**config.mk**
```make
export PLATFORM = sky130hd
export DESIGN_NAME = maze_mem_arbiter_flat
export DESIGN_NICKNAME = d
export VERILOG_FILES = /design/src/rtl/maze_mem_arbiter_if.sv /design/src/rtl/maze_mem_arbiter.sv /design/src/flat_wrapper.sv
export SDC_FILE = /design/constraint.sdc
export NUM_CORES = 1
export LEC_CHECK = 0
export CAP_MARGIN = 15
export CORE_UTILIZATION = 35
export CTS_CLUSTER_DIAMETER = 50
export DETAILED_ROUTE_END_ITERATION = 8
export GPL_TIMING_DRIVEN = 0
export PLACE_DENSITY = 0.76
export REMOVE_ABC_BUFFERS = 1
export SLEW_MARGIN = 20
export SYNTH_ARGS = -nofsm -noshare
export SYNTH_HDL_FRONTEND = slang
export SYNTH_SLANG_ARGS = --single-unit
```
**constraint.sdc**
```tcl
create_clock -name clk -period 4.5 [get_ports clk]
set_clock_uncertainty 0.1 [all_clocks]
set_input_delay 0.675 -clock clk [delete_from_list [all_inputs] [get_ports clk]]
set_output_delay 0.675 -clock clk [all_outputs]
set_load 0.02 [all_outputs]
```
**src/rtl/maze_mem_arbiter_if.sv**
```systemverilog
// Requester-side bus of the maze cell RAM arbiter: three packed request lanes plus shared read return.
interface maze_mem_arbiter_if #(
  parameter int ADDR_W = 12,
  parameter int DATA_W = 2
);
  logic [2:0]          req;
  logic [2:0]          we;
  logic [2:0]          lock;
  logic [3*ADDR_W-1:0] addr;
  logic [3*DATA_W-1:0] wdata;
  logic [2:0]          gnt;
  logic [2:0]          rvalid;
  logic [DATA_W-1:0]   rdata;

  modport master (output req, we, lock, addr, wdata, input gnt, rvalid, rdata);
  modport slave  (input req, we, lock, addr, wdata, output gnt, rvalid, rdata);
endinterface

```
**src/rtl/maze_mem_arbiter.sv**
```systemverilog
// Round-robin arbiter for the single-port maze cell RAM (carver/solver/display) with bounded carver lock.
// Optional MAZE_ARB_DISPLAY_PRIO_EN: display wins whenever no lock owner is active.
module maze_mem_arbiter #(
  parameter int ADDR_W   = 12,
  parameter int DATA_W   = 2,
  parameter int LOCK_MAX = 4
) (
  input  logic              clk,
  input  logic              rst,
  maze_mem_arbiter_if.slave bus,
  output logic              mem_en,
  output logic              mem_we,
  output logic [ADDR_W-1:0] mem_addr,
  output logic [DATA_W-1:0] mem_wdata,
  input  logic [DATA_W-1:0] mem_rdata
);
  localparam int CW = $clog2(LOCK_MAX + 1);
  localparam logic [CW-1:0] CNT_LAST = CW'(LOCK_MAX - 1);

  logic [1:0]    rr_ptr, owner, win, c1, c2, rv_idx;
  logic          owner_vld, owned, win_vld, acq, rr_upd, rv_vld;
  logic [CW-1:0] lock_cnt;
  logic [2:0]    ban;

  function automatic logic [1:0] inc3(input logic [1:0] x);
    return (x == 2'd2) ? 2'd0 : x + 2'd1;
  endfunction

  always_comb begin
    c1      = inc3(rr_ptr);
    c2      = inc3(c1);
    owned   = owner_vld && bus.lock[owner];
    win_vld = 1'b0;
    win     = rr_ptr;
    // Grants are forced low while reset is held, even though they are combinational.
    if (!rst) begin
      if (owned) begin
        win_vld = bus.req[owner];
        win     = owner;
      end
`ifdef MAZE_ARB_DISPLAY_PRIO_EN
      else if (bus.req[2]) begin
        win_vld = 1'b1;
        win     = 2'd2;
      end
`endif
      else if (bus.req[rr_ptr]) begin
        win_vld = 1'b1;
        win     = rr_ptr;
      end else if (bus.req[c1]) begin
        win_vld = 1'b1;
        win     = c1;
      end else if (bus.req[c2]) begin
        win_vld = 1'b1;
        win     = c2;
      end
    end
    acq = !owned && win_vld && bus.lock[win] && !ban[win];
`ifdef MAZE_ARB_DISPLAY_PRIO_EN
    rr_upd = win_vld && (win != 2'd2);
`else
    rr_upd = win_vld;
`endif
  end

  always_comb begin
    bus.gnt   = '0;
    mem_en    = win_vld;
    mem_we    = 1'b0;
    mem_addr  = '0;
    mem_wdata = '0;
    for (int i = 0; i < 3; i++) begin
      if (win_vld && win == 2'(i)) begin
        bus.gnt[i] = 1'b1;
        mem_we     = bus.we[i];
        mem_addr   = bus.addr[i*ADDR_W +: ADDR_W];
        mem_wdata  = bus.wdata[i*DATA_W +: DATA_W];
      end
    end
  end

  assign bus.rvalid = rv_vld ? (3'b001 << rv_idx) : 3'b000;
  assign bus.rdata  = mem_rdata;

  always_ff @(posedge clk or posedge rst) begin
    if (rst) begin
      rr_ptr    <= 2'd0;
      owner_vld <= 1'b0;
      owner     <= 2'd0;
      lock_cnt  <= '0;
      ban       <= 3'b000;
      rv_vld    <= 1'b0;
      rv_idx    <= 2'd0;
    end else begin
      if (rr_upd) rr_ptr <= inc3(win);
      rv_vld <= win_vld && !mem_we;
      rv_idx <= win;
      for (int i = 0; i < 3; i++)
        if (!bus.lock[i]) ban[i] <= 1'b0;
      // lock_cnt counts held cycles including the acquire cycle; release when it reaches LOCK_MAX.
      if (owned) begin
        if (lock_cnt == CNT_LAST) begin
          owner_vld  <= 1'b0;
          lock_cnt   <= '0;
          ban[owner] <= 1'b1;
        end else begin
          lock_cnt <= lock_cnt + CW'(1);
        end
      end else if (acq) begin
        owner_vld <= 1'b1;
        owner     <= win;
        lock_cnt  <= CW'(1);
      end else begin
        owner_vld <= 1'b0;
        lock_cnt  <= '0;
      end
    end
  end
endmodule

```
**src/flat_wrapper.sv**
```systemverilog
// flat-port wrapper written by rule: the top's interface ports become plain ports
module maze_mem_arbiter_flat 
#(
  parameter int ADDR_W   = 12,
  parameter int DATA_W   = 2,
  parameter int LOCK_MAX = 4
)
  (clk, rst, mem_en, mem_we, mem_addr, mem_wdata, mem_rdata, bus_req, bus_we, bus_lock, bus_addr, bus_wdata, bus_gnt, bus_rvalid, bus_rdata);
  maze_mem_arbiter_if #(.ADDR_W(ADDR_W), .DATA_W(DATA_W)) bus_i ();
  input  logic clk;
  input  logic rst;
  output logic mem_en;
  output logic mem_we;
  output logic [ADDR_W-1:0] mem_addr;
  output logic [DATA_W-1:0] mem_wdata;
  input  logic [DATA_W-1:0] mem_rdata;
  input wire logic [$bits(bus_i.req)-1:0] bus_req;
  input wire logic [$bits(bus_i.we)-1:0] bus_we;
  input wire logic [$bits(bus_i.lock)-1:0] bus_lock;
  input wire logic [$bits(bus_i.addr)-1:0] bus_addr;
  input wire logic [$bits(bus_i.wdata)-1:0] bus_wdata;
  output wire logic [$bits(bus_i.gnt)-1:0] bus_gnt;
  output wire logic [$bits(bus_i.rvalid)-1:0] bus_rvalid;
  output wire logic [$bits(bus_i.rdata)-1:0] bus_rdata;
  assign bus_i.req = bus_req;
  assign bus_i.we = bus_we;
  assign bus_i.lock = bus_lock;
  assign bus_i.addr = bus_addr;
  assign bus_i.wdata = bus_wdata;
  assign bus_gnt = bus_i.gnt;
  assign bus_rvalid = bus_i.rvalid;
  assign bus_rdata = bus_i.rdata;
  maze_mem_arbiter #(.ADDR_W(ADDR_W), .DATA_W(DATA_W), .LOCK_MAX(LOCK_MAX)) u_core (.clk(clk), .rst(rst), .bus(bus_i), .mem_en(mem_en), .mem_we(mem_we), .mem_addr(mem_addr), .mem_wdata(mem_wdata), .mem_rdata(mem_rdata));
endmodule
```
[Word level (Yosys, flattened, before mapping)]
Cells that the tools add are included.
Storage, ports and cells
  register bits after elaboration: 14
  output and inout bits: 24
  word-level logic and storage cells: 93
Operators by class
  $add $sub $neg: 4
  order comparisons: 6
  eq/ne operators: 6
  shift operators: 1
  muxes and demuxes: 53
  bitwise gates (word level): 2
  reductions and logical operators: 14
Operator list (count)
  $mux 12: 3
  $mux 1: 26
  $mux 2: 11
  $lt 2x3->1 const B: 5
  $mux 3: 5
  $bmux 1 s2: 7
  $logic_and 1x1->1: 9
  $add 2x1->2 const B: 3
  $eq 2x2->1 const B: 3
  $add 3x1->3 const B: 1
  $eq 3x2->1 const B: 1
  $logic_not 1->1: 3
  $or 3x3->3: 1
  $shl 1x2->3 const A: 1
  $demux 1 s2: 1
  $eq 2x1->1 const B: 1
  $ge 2x1->1 const B: 1
  $logic_not 2->1: 1
  $ne 2x2->1 const B: 1
  $reduce_and 2->1: 1
  $not 1->1: 1

[Longest topological paths before layout]
Gate-level depths: netlist (run 1).
  depth after elaboration: 18
  depth in mapped cells: 10

[Worst setup path before layout (run 1)]
Ideal clock, no wire load.
  path kind: in2out
  from: in rst
  to: out mem_addr[10]
  arrival time: 2.399 ns
  required time: 3.725 ns
  setup slack: 1.326 ns
  cell stages on the path: 8
  path buffers: 2
  cells stage by stage: clkbuf_2 > inv_1 > o31a_1 > a31oi_2 > and2b_1 > buf_2 > a21oi_1 > nor2_1
Between the ends
  word-level cells in the longest chain between the ends: 6
  elaborated cells between the ends (all ways): 11
Ends and longest elaborated chain
  start: declaration: line flat_wrapper.sv:11  | input logic rst;
  $mux 2: line maze_mem_arbiter.sv:36  | if (!rst) begin
  $logic_not 2->1: line maze_mem_arbiter.sv:73  | if (win_vld && win == 2'(i)) begin
  $logic_and 1x1->1: line maze_mem_arbiter.sv:73
  $mux 12 (2 in series): line maze_mem_arbiter.sv:73
  $mux 12 (*): line maze_mem_arbiter.sv:73
  end: declaration: line flat_wrapper.sv:14  | output logic [ADDR_W-1:0] mem_addr;
Mark *: on every way between the ends. The rest lies on a longest branch, timed or not.

[Final worst setup path (run 1)]
  from: in rst
  to: out mem_we
Between the ends
  word-level cells in the longest chain between the ends: 6
  elaborated cells between the ends (all ways): 11
Ends and longest elaborated chain
  $mux 2: line maze_mem_arbiter.sv:36
  $logic_not 2->1: line maze_mem_arbiter.sv:73
  $logic_and 1x1->1: line maze_mem_arbiter.sv:73
  $mux 1 (2 in series): line maze_mem_arbiter.sv:73
  $mux 1 (*): line maze_mem_arbiter.sv:73
  end: declaration: line flat_wrapper.sv:13  | output logic mem_we;
Marks and branches as above.

==> results of run 1 <==
## worst register-to-register path: stages, from the launching register on
cell      delay, ps
dfrtp_1         530
mux2i_2         340
o21ai_2         160
a221oi_2        480
o31ai_4         230
mux2_4          380
o211ai_4        120
mux2_4          320
## per-layer routing
layer	vias to the layer above	wire, um
met4	0	24
met1	655	1790
li1	695	-
met2	35	2130
met3	5	135
met5	-	0
## placed cells by master, fill, tap and decap left out, drive strengths merged, types with 2 or more instances in the layout
cell type | netlist | layout
and2 | 2 | 2
mux2 | 3 | 3
dfrtp | 14 | 14
nor2 | 31 | 31
o31a | 2 | 2
a211oi | 2 | 2
inv | 7 | 6
o21ai | 5 | 5
clkdlybuf4s50 | 0 | 74
mux2i | 19 | 19
nand2b | 7 | 7
nor3b | 2 | 2
o31ai | 3 | 4
nor2b | 3 | 3
a21oi | 15 | 15
nor3 | 4 | 4
a21o | 2 | 2
buf | 9 | 6
clkbuf | 2 | 4
and3 | 2 | 2
and3b | 2 | 2
nand2 | 6 | 6
## synth_stat cells, types with 2 or more instances
| master | n |
|---|---|
| and2_1 | 2 |
| o31a_1 | 2 |
| and3b_1 | 2 |
| o21ai_0 | 4 |
| o31ai_1 | 2 |
| a21o_1 | 2 |
| nor3b_1 | 2 |
| nor2b_1 | 3 |
| buf_2 | 4 |
| nand2b_1 | 7 |
| mux2_4 | 3 |
| a21oi_1 | 15 |
| nand2_1 | 6 |
| nor2_1 | 31 |
| nor3_1 | 4 |
| inv_1 | 6 |
| dfrtp_1 | 14 |
| and3_1 | 2 |
| buf_4 | 5 |
| mux2i_1 | 18 |
## what timing repair did
item                       CTS  global route
gates cloned                 1             0
setup buffers                2             3
gates resized for setup      1             2
setup endpoints to repair   15            15
pin swaps                    2             1
## stage by stage
stage	power, mW	TNS, ps	util (%)	hold WS (ps)	cell area, um2
after floorplan	0.612	0	-	343	1230
after global placement	0.844	-14370	58.9	368	2030
after detailed placement	0.861	-4580	59.5	380	2050
after CTS	1.01	0	62.1	388	2140
after global routing	1.11	0	63.0	428	2170
final	1.03	0	63.0	379	2170
## power groups by stage
stage          clock, mW  combinational, mW  sequential (mW)
2_1_floorplan          0              0.416            0.196
5_1_grt            0.136              0.763            0.213
6_report           0.127              0.698            0.209
3_3_place_gp           0              0.636            0.208
4_1_cts            0.128              0.672            0.207
3_5_place_dp           0              0.651            0.209
## worst max path at each step
stage	start	end	slack (ps)	depth (start not counted)
2_1_floorplan	rst	mem_we	1000	6
3_3_place_gp	rst	mem_we	-930	8
3_5_place_dp	bus_lock[0]	mem_we	-340	9
4_1_cts	bus_lock[0]	mem_we	2	9
5_1_grt	bus_lock[0]	mem_we	110	9
6_report	rst	mem_we	280	9
## registers in the layout (all words and copies together) (netlist names)
signal            cells
u_core.owner_vld      1
u_core.rv_idx         2
u_core.owner          2
u_core.rv_vld         1
u_core.ban            3
u_core.rr_ptr         2
u_core.lock_cnt       3
## area by class of cell
class                   count  share of cell area (%)
clock buffers               4                    2.54
inverters                   7                    1.38
multi-input cells         124                    40.7
flip-flops and latches     14                    16.2
well taps                  46                    2.65
repair buffers             80                    36.6
## logic make-up (layout without fill, tap and decap cells)
logic type | count (synthesis) | count (layout) | share of synthesized area, %
compound gates | 37 | 38 | 22.2
fa+ha+maj | 1 | 1 | 0.967
buf+inv | 18 | 91 | 7.16
flops | 14 | 14 | 27.1
mux | 22 | 22 | 18.5
simple gates | 63 | 63 | 24.1
==> impl_metrics.ini, run 1 <==
[power_and_ir_drop]
pwr-share-seq_pct = 20.2
ir_worst_vdd_mv = 0.271
netSwitchingFraction_pct = 43.8
p_int_uw = 581
p_sw_uw = 452
power.density_mw_per_mm2 = 476
power_frac_clock_pct = 12.3
power_leakage_nw = 0.914
p_comb_share_pct = 67.5

[worst_setup_path]
cp_common_cell = clkdlybuf4s50_1
critPathCaptureType = primary output
r2r_cells = 7
crit_type = in2out
r2r_end = u_core.owner[0]$_DFFE_PP0P_
r2r_start = u_core.owner[1]$_DFFE_PP0P_
path_cells = clkdlybuf4s50_1 -> clkinvlp_4 -> o31a_1 -> a31oi_4 -> buf_8 -> and2b_2 -> a21oi_1 -> nor2_1 -> clkdlybuf4s50_1
cp.arrival_ps = 3450
worstSetupStartpointType = input port
cp_top_family = buffers and inverters
worst_path_largest_cell_delay_ps = 800
rrSetupSlack_ps = 1730
path_max_fanout = 15
cp_slowest_cell = clkdlybuf4s50_1
worstPathRequired_ps = 3720
worst-path-buf-inv = 4

[synthesis]
synth_ff_type = dfrtp_1
synth_top_area_share_pct = 27.1
yosysWarnings = 0
ys_seq_elements = 14
synth_area_mm2 = 0.00129
synth_seq_area_share_pct = 27.1
synthArstFlopShare_pct = 100
yosysTopAreaCell = dfrtp_1
synthTopCellsByArea = dfrtp_1 (27%), mux2i_1 (14%), nor2_1 (9.0%), a21oi_1 (5.8%), mux2_4 (3.5%)
ys_types = 41
avgSynthCellArea_um2 = 8.35
netlist_instances = 155
synth_edf_count = 0

[route]
drt_iter0_markers = 49
ant_nets = 0
drc = 0
vias_per_cell = 5.05
vias = 1390
wl_mm = 4.08
wl_per_cell_um = 14.8
dr.pass1.iters = 5

[die]
placeableCoreArea_mm2 = 0.00344
pin_count = 79
die-area_mm2 = 0.00394
placementRows = 21
dieWidth_um = 62.8
die_h_um = 62.8
initial_utilization_pct = 37.6

[global_routing]
grt_pass1_vias = 1315
grt_use_met3_pct = 3.83
grt_use_met1_pct = 26.5
grt_busiest_layer = met2
grt_overflow = 0
antenna_found_initial = 0
met2_usage_pct = 39.4
grt_pass1_wl_mm = 6.64
grt_max_degree = 20
grt_usage_pct = 21.6

[cells_and_area]
area_growth_pct = 67.6
nets = 286
antenna_cells = 0
fin_cells = 275
drive_gt1_share_pct = 10.9
regArea_um2 = 350
fillers = 308
multi_input_comb_area_um2 = 882

[clock_network]
numCtsBuffers = 3
clk_pin_slew_ps = 60
cts_buffer_depth = 2
holdBufCountCts = 0
cts_sinks = 14
cts_tree = built
clock_latency_ps = 250
root_buffer = clkbuf_8
h-tree-depth = 1

[sta]
fmax_mhz = 237
fin_crit_ps = 4220
slew_viol_final = 0
rsz0062_at_grt = no
relSlewSlack_pct = 48.8
fin_crit_sh_pct = 93.9
finalSetupViolCount = 0
tightest_slew_ps = 766
finalHoldViolCount = 0
final.setup.worst_slack_ps = 276

[place]
io_buffers = 74
preCtsSetupSlack_ps = -340
place_congestion = 0.798
dp.cells = 265
hpwl_mm = 2.98

[hold_path]
hold_depth = 1
worstHoldStart = u_core.lock_cnt[0]$_DFF_PP0_
min_path_type = reg2reg
whs_endpoint = u_core.lock_cnt[0]$_DFF_PP0_

[job]
cap_violations = 0

[status]
status = completed
(Power assumes the default switching activity.)
==> inputs of run 2 (changes only) <==
--- a/config.mk
+++ b/config.mk
@@ -6,6 +6,7 @@
 export NUM_CORES = 1
 export LEC_CHECK = 0
 export CAP_MARGIN = 15
+export CORE_MARGIN = 3
 export CORE_UTILIZATION = 35
 export CTS_CLUSTER_DIAMETER = 50
 export DETAILED_ROUTE_END_ITERATION = 8
==> run 2 against run 1 <==
Sequential power about the same; worst setup slack got worse by 1.9 ps; fmax about the same; core utilization grew 0.11 points; via count down 2.9%; critical endpoint is now mem_addr[9].
==> impl_metrics.ini, run 2 (same netlist as run 1, synthesis figures left out) <==
[status]
status = completed

[global_routing]
grt_pass1_wl_mm = 6.02
grt_usage_pct = 17.7
grt_max_degree = 20
antenna_found_initial = 0
grt_overflow = 0
grt_pass1_vias = 1166

[cells_and_area]
drive_gt1_share_pct = 10.9
fillers = 299
antenna_cells = 0
final_cell_mix = clkdlybuf4s50_1 (74), nor2_1 (31), mux2i_1 (18), a21oi_1 (15), dfrtp_1 (14)
layout_commonest_cell = clkdlybuf4s50_1
area_growth_pct = 67.9
top_regs = u_core.ban: 3 flops, u_core.lock_cnt: 3 flops
nets = 286

[power_and_ir_drop]
p_int_uw = 589
p_total_mw = 1.03
netSwitchingFraction_pct = 43.1
power_leakage_nw = 0.918
power.density_mw_per_mm2 = 476
p_comb_share_pct = 67.7
p_sw_uw = 445
power_frac_clock_pct = 12.0
pwr-share-seq_pct = 20.2
ir_worst_vdd_mv = 0.269

[worst_setup_path]
worst-path-buf-inv = 2
crit_start = bus_lock[0]
cp_common_cell = clkdlybuf4s50_1
r2r_start = u_core.owner[1]$_DFFE_PP0P_
cp.arrival_ps = 3450
worstPathRequired_ps = 3720
cp_slowest_cell = clkdlybuf4s50_1
cp_top_family = buffers and inverters
worst_path_largest_cell_delay_ps = 630
path_cells = clkdlybuf4s50_1 -> mux2i_2 -> o21ai_2 -> a221oi_2 -> o31ai_4 -> and2b_2 -> a21oi_1 -> nor2_1 -> clkdlybuf4s50_1
crit_type = in2out
path_depth = 9
path_max_fanout = 15
critPathCaptureType = primary output
r2r_cells = 7
worstSetupStartpointType = input port

[die]
placementRows = 21
pin_count = 79
die-area_mm2 = 0.00446
dieWidth_um = 66.8
initial_utilization_pct = 37.6
die_h_um = 66.8
placeableCoreArea_mm2 = 0.00344

[sta]
fin_crit_ps = 4230
fmax_mhz = 237
finalHoldViolCount = 0
slew_viol_final = 0
final.setup.worst_slack_ps = 274
relSlewSlack_pct = 34.4
rsz0062_at_grt = no
finalSetupViolCount = 0
tightest_slew_ps = 978
fin_crit_sh_pct = 93.9

[clock_network]
cts_buffer_depth = 2
h-tree-depth = 1
cts_sinks = 14
clk_pin_slew_ps = 60
numCtsBuffers = 3
cts_tree = built
clock_latency_ps = 250
holdBufCountCts = 0
root_buffer = clkbuf_8

[place]
io_buffers = 74
preCtsSetupSlack_ps = -335
place_congestion = 0.803
hpwl_mm = 3.07

[route]
drc = 0
wl_per_cell_um = 14.9
drt_iter0_markers = 47
ant_nets = 0
dr.pass1.iters = 4
vias = 1349
wl_mm = 4.11
vias_per_cell = 4.91

[job]
cap_violations = 0

[hold_path]
min_path_type = reg2reg
worstHoldStart = u_core.ban[0]$_DFF_PP0_
hold_depth = 2
==> run 2: worst register-to-register path, delay by kind of cell, from the launching register on <==
kind,cells,cell delay [ps]
flops,1,490
mux,3,790
compound gates,4,1530
==> run 2: repair_timing <==
action                                  4_1_cts  5_1_grt
resized for setup                             2        0
buffers inserted                              2        3
pin swaps                                     2        1
endpoints found under the setup margin       15       13
gates cloned                                  1        0
hold endpoints to repair                      0        0
==> run 2: final cells by class <==
class,instances,area [um2],area share [%]
clock buffer,4,55.1,2.53
inverter,7,30.0,1.38
multi-input combinational,124,873,40.2
sequential,14,350,16.1
tap,46,57.6,2.65
timing repair buffer,80,806,37.1
==> run 2: path summary, 6_finish.rpt <==
check | slack (ps) | to
min in group asynchronous | 1060 | u_core.rv_idx[1]$_DFF_PP0_
max in group asynchronous | 3070 | u_core.lock_cnt[1]$_DFF_PP0_
worst max register to register | 1480 | u_core.owner[0]$_DFFE_PP0P_
worst max-delay path | 270 | mem_addr[9]
worst min register to register | 380 | u_core.ban[0]$_DFF_PP0_
worst min-delay path | 380 | u_core.ban[0]$_DFF_PP0_
==> run 2: per-layer routing <==
layer / track usage, % / wire length (um) / share of wire [%]
met3: 3.20 / 137 / 3.3
met2: 29.0 / 2220 / 54
met1: 24.6 / 1740 / 42
met4: 2.28 / 11 / 0.27
met5: 0 / 0 / 0
==> run 2: through the flow <==
step | hold WS, ps | TNS (ps) | area (um2) | instances | utilization [%]
3_3_place_gp | 370 | -14420 | 2030 | 264 | 58.9
5_1_grt | 402 | 0 | 2170 | 275 | 63.1
4_1_cts | 387 | 0 | 2150 | 272 | 62.5
6_report | 379 | 0 | 2170 | 275 | 63.1
3_5_place_dp | 371 | -4480 | 2060 | 265 | 59.9
2_1_floorplan | 343 | 0 | 1230 | 144 | -
==> run 2: power groups by stage <==
| stage | clock, mW | sequential (mW) | combinational [mW] |
|---|---|---|---|
| final | 0.125 | 0.209 | 0.700 |
| after global routing | 0.132 | 0.215 | 0.759 |
| after CTS | 0.129 | 0.208 | 0.686 |
| after detailed placement | 0 | 0.210 | 0.664 |
| after global placement | 0 | 0.207 | 0.637 |
| after floorplan | 0 | 0.196 | 0.416 |
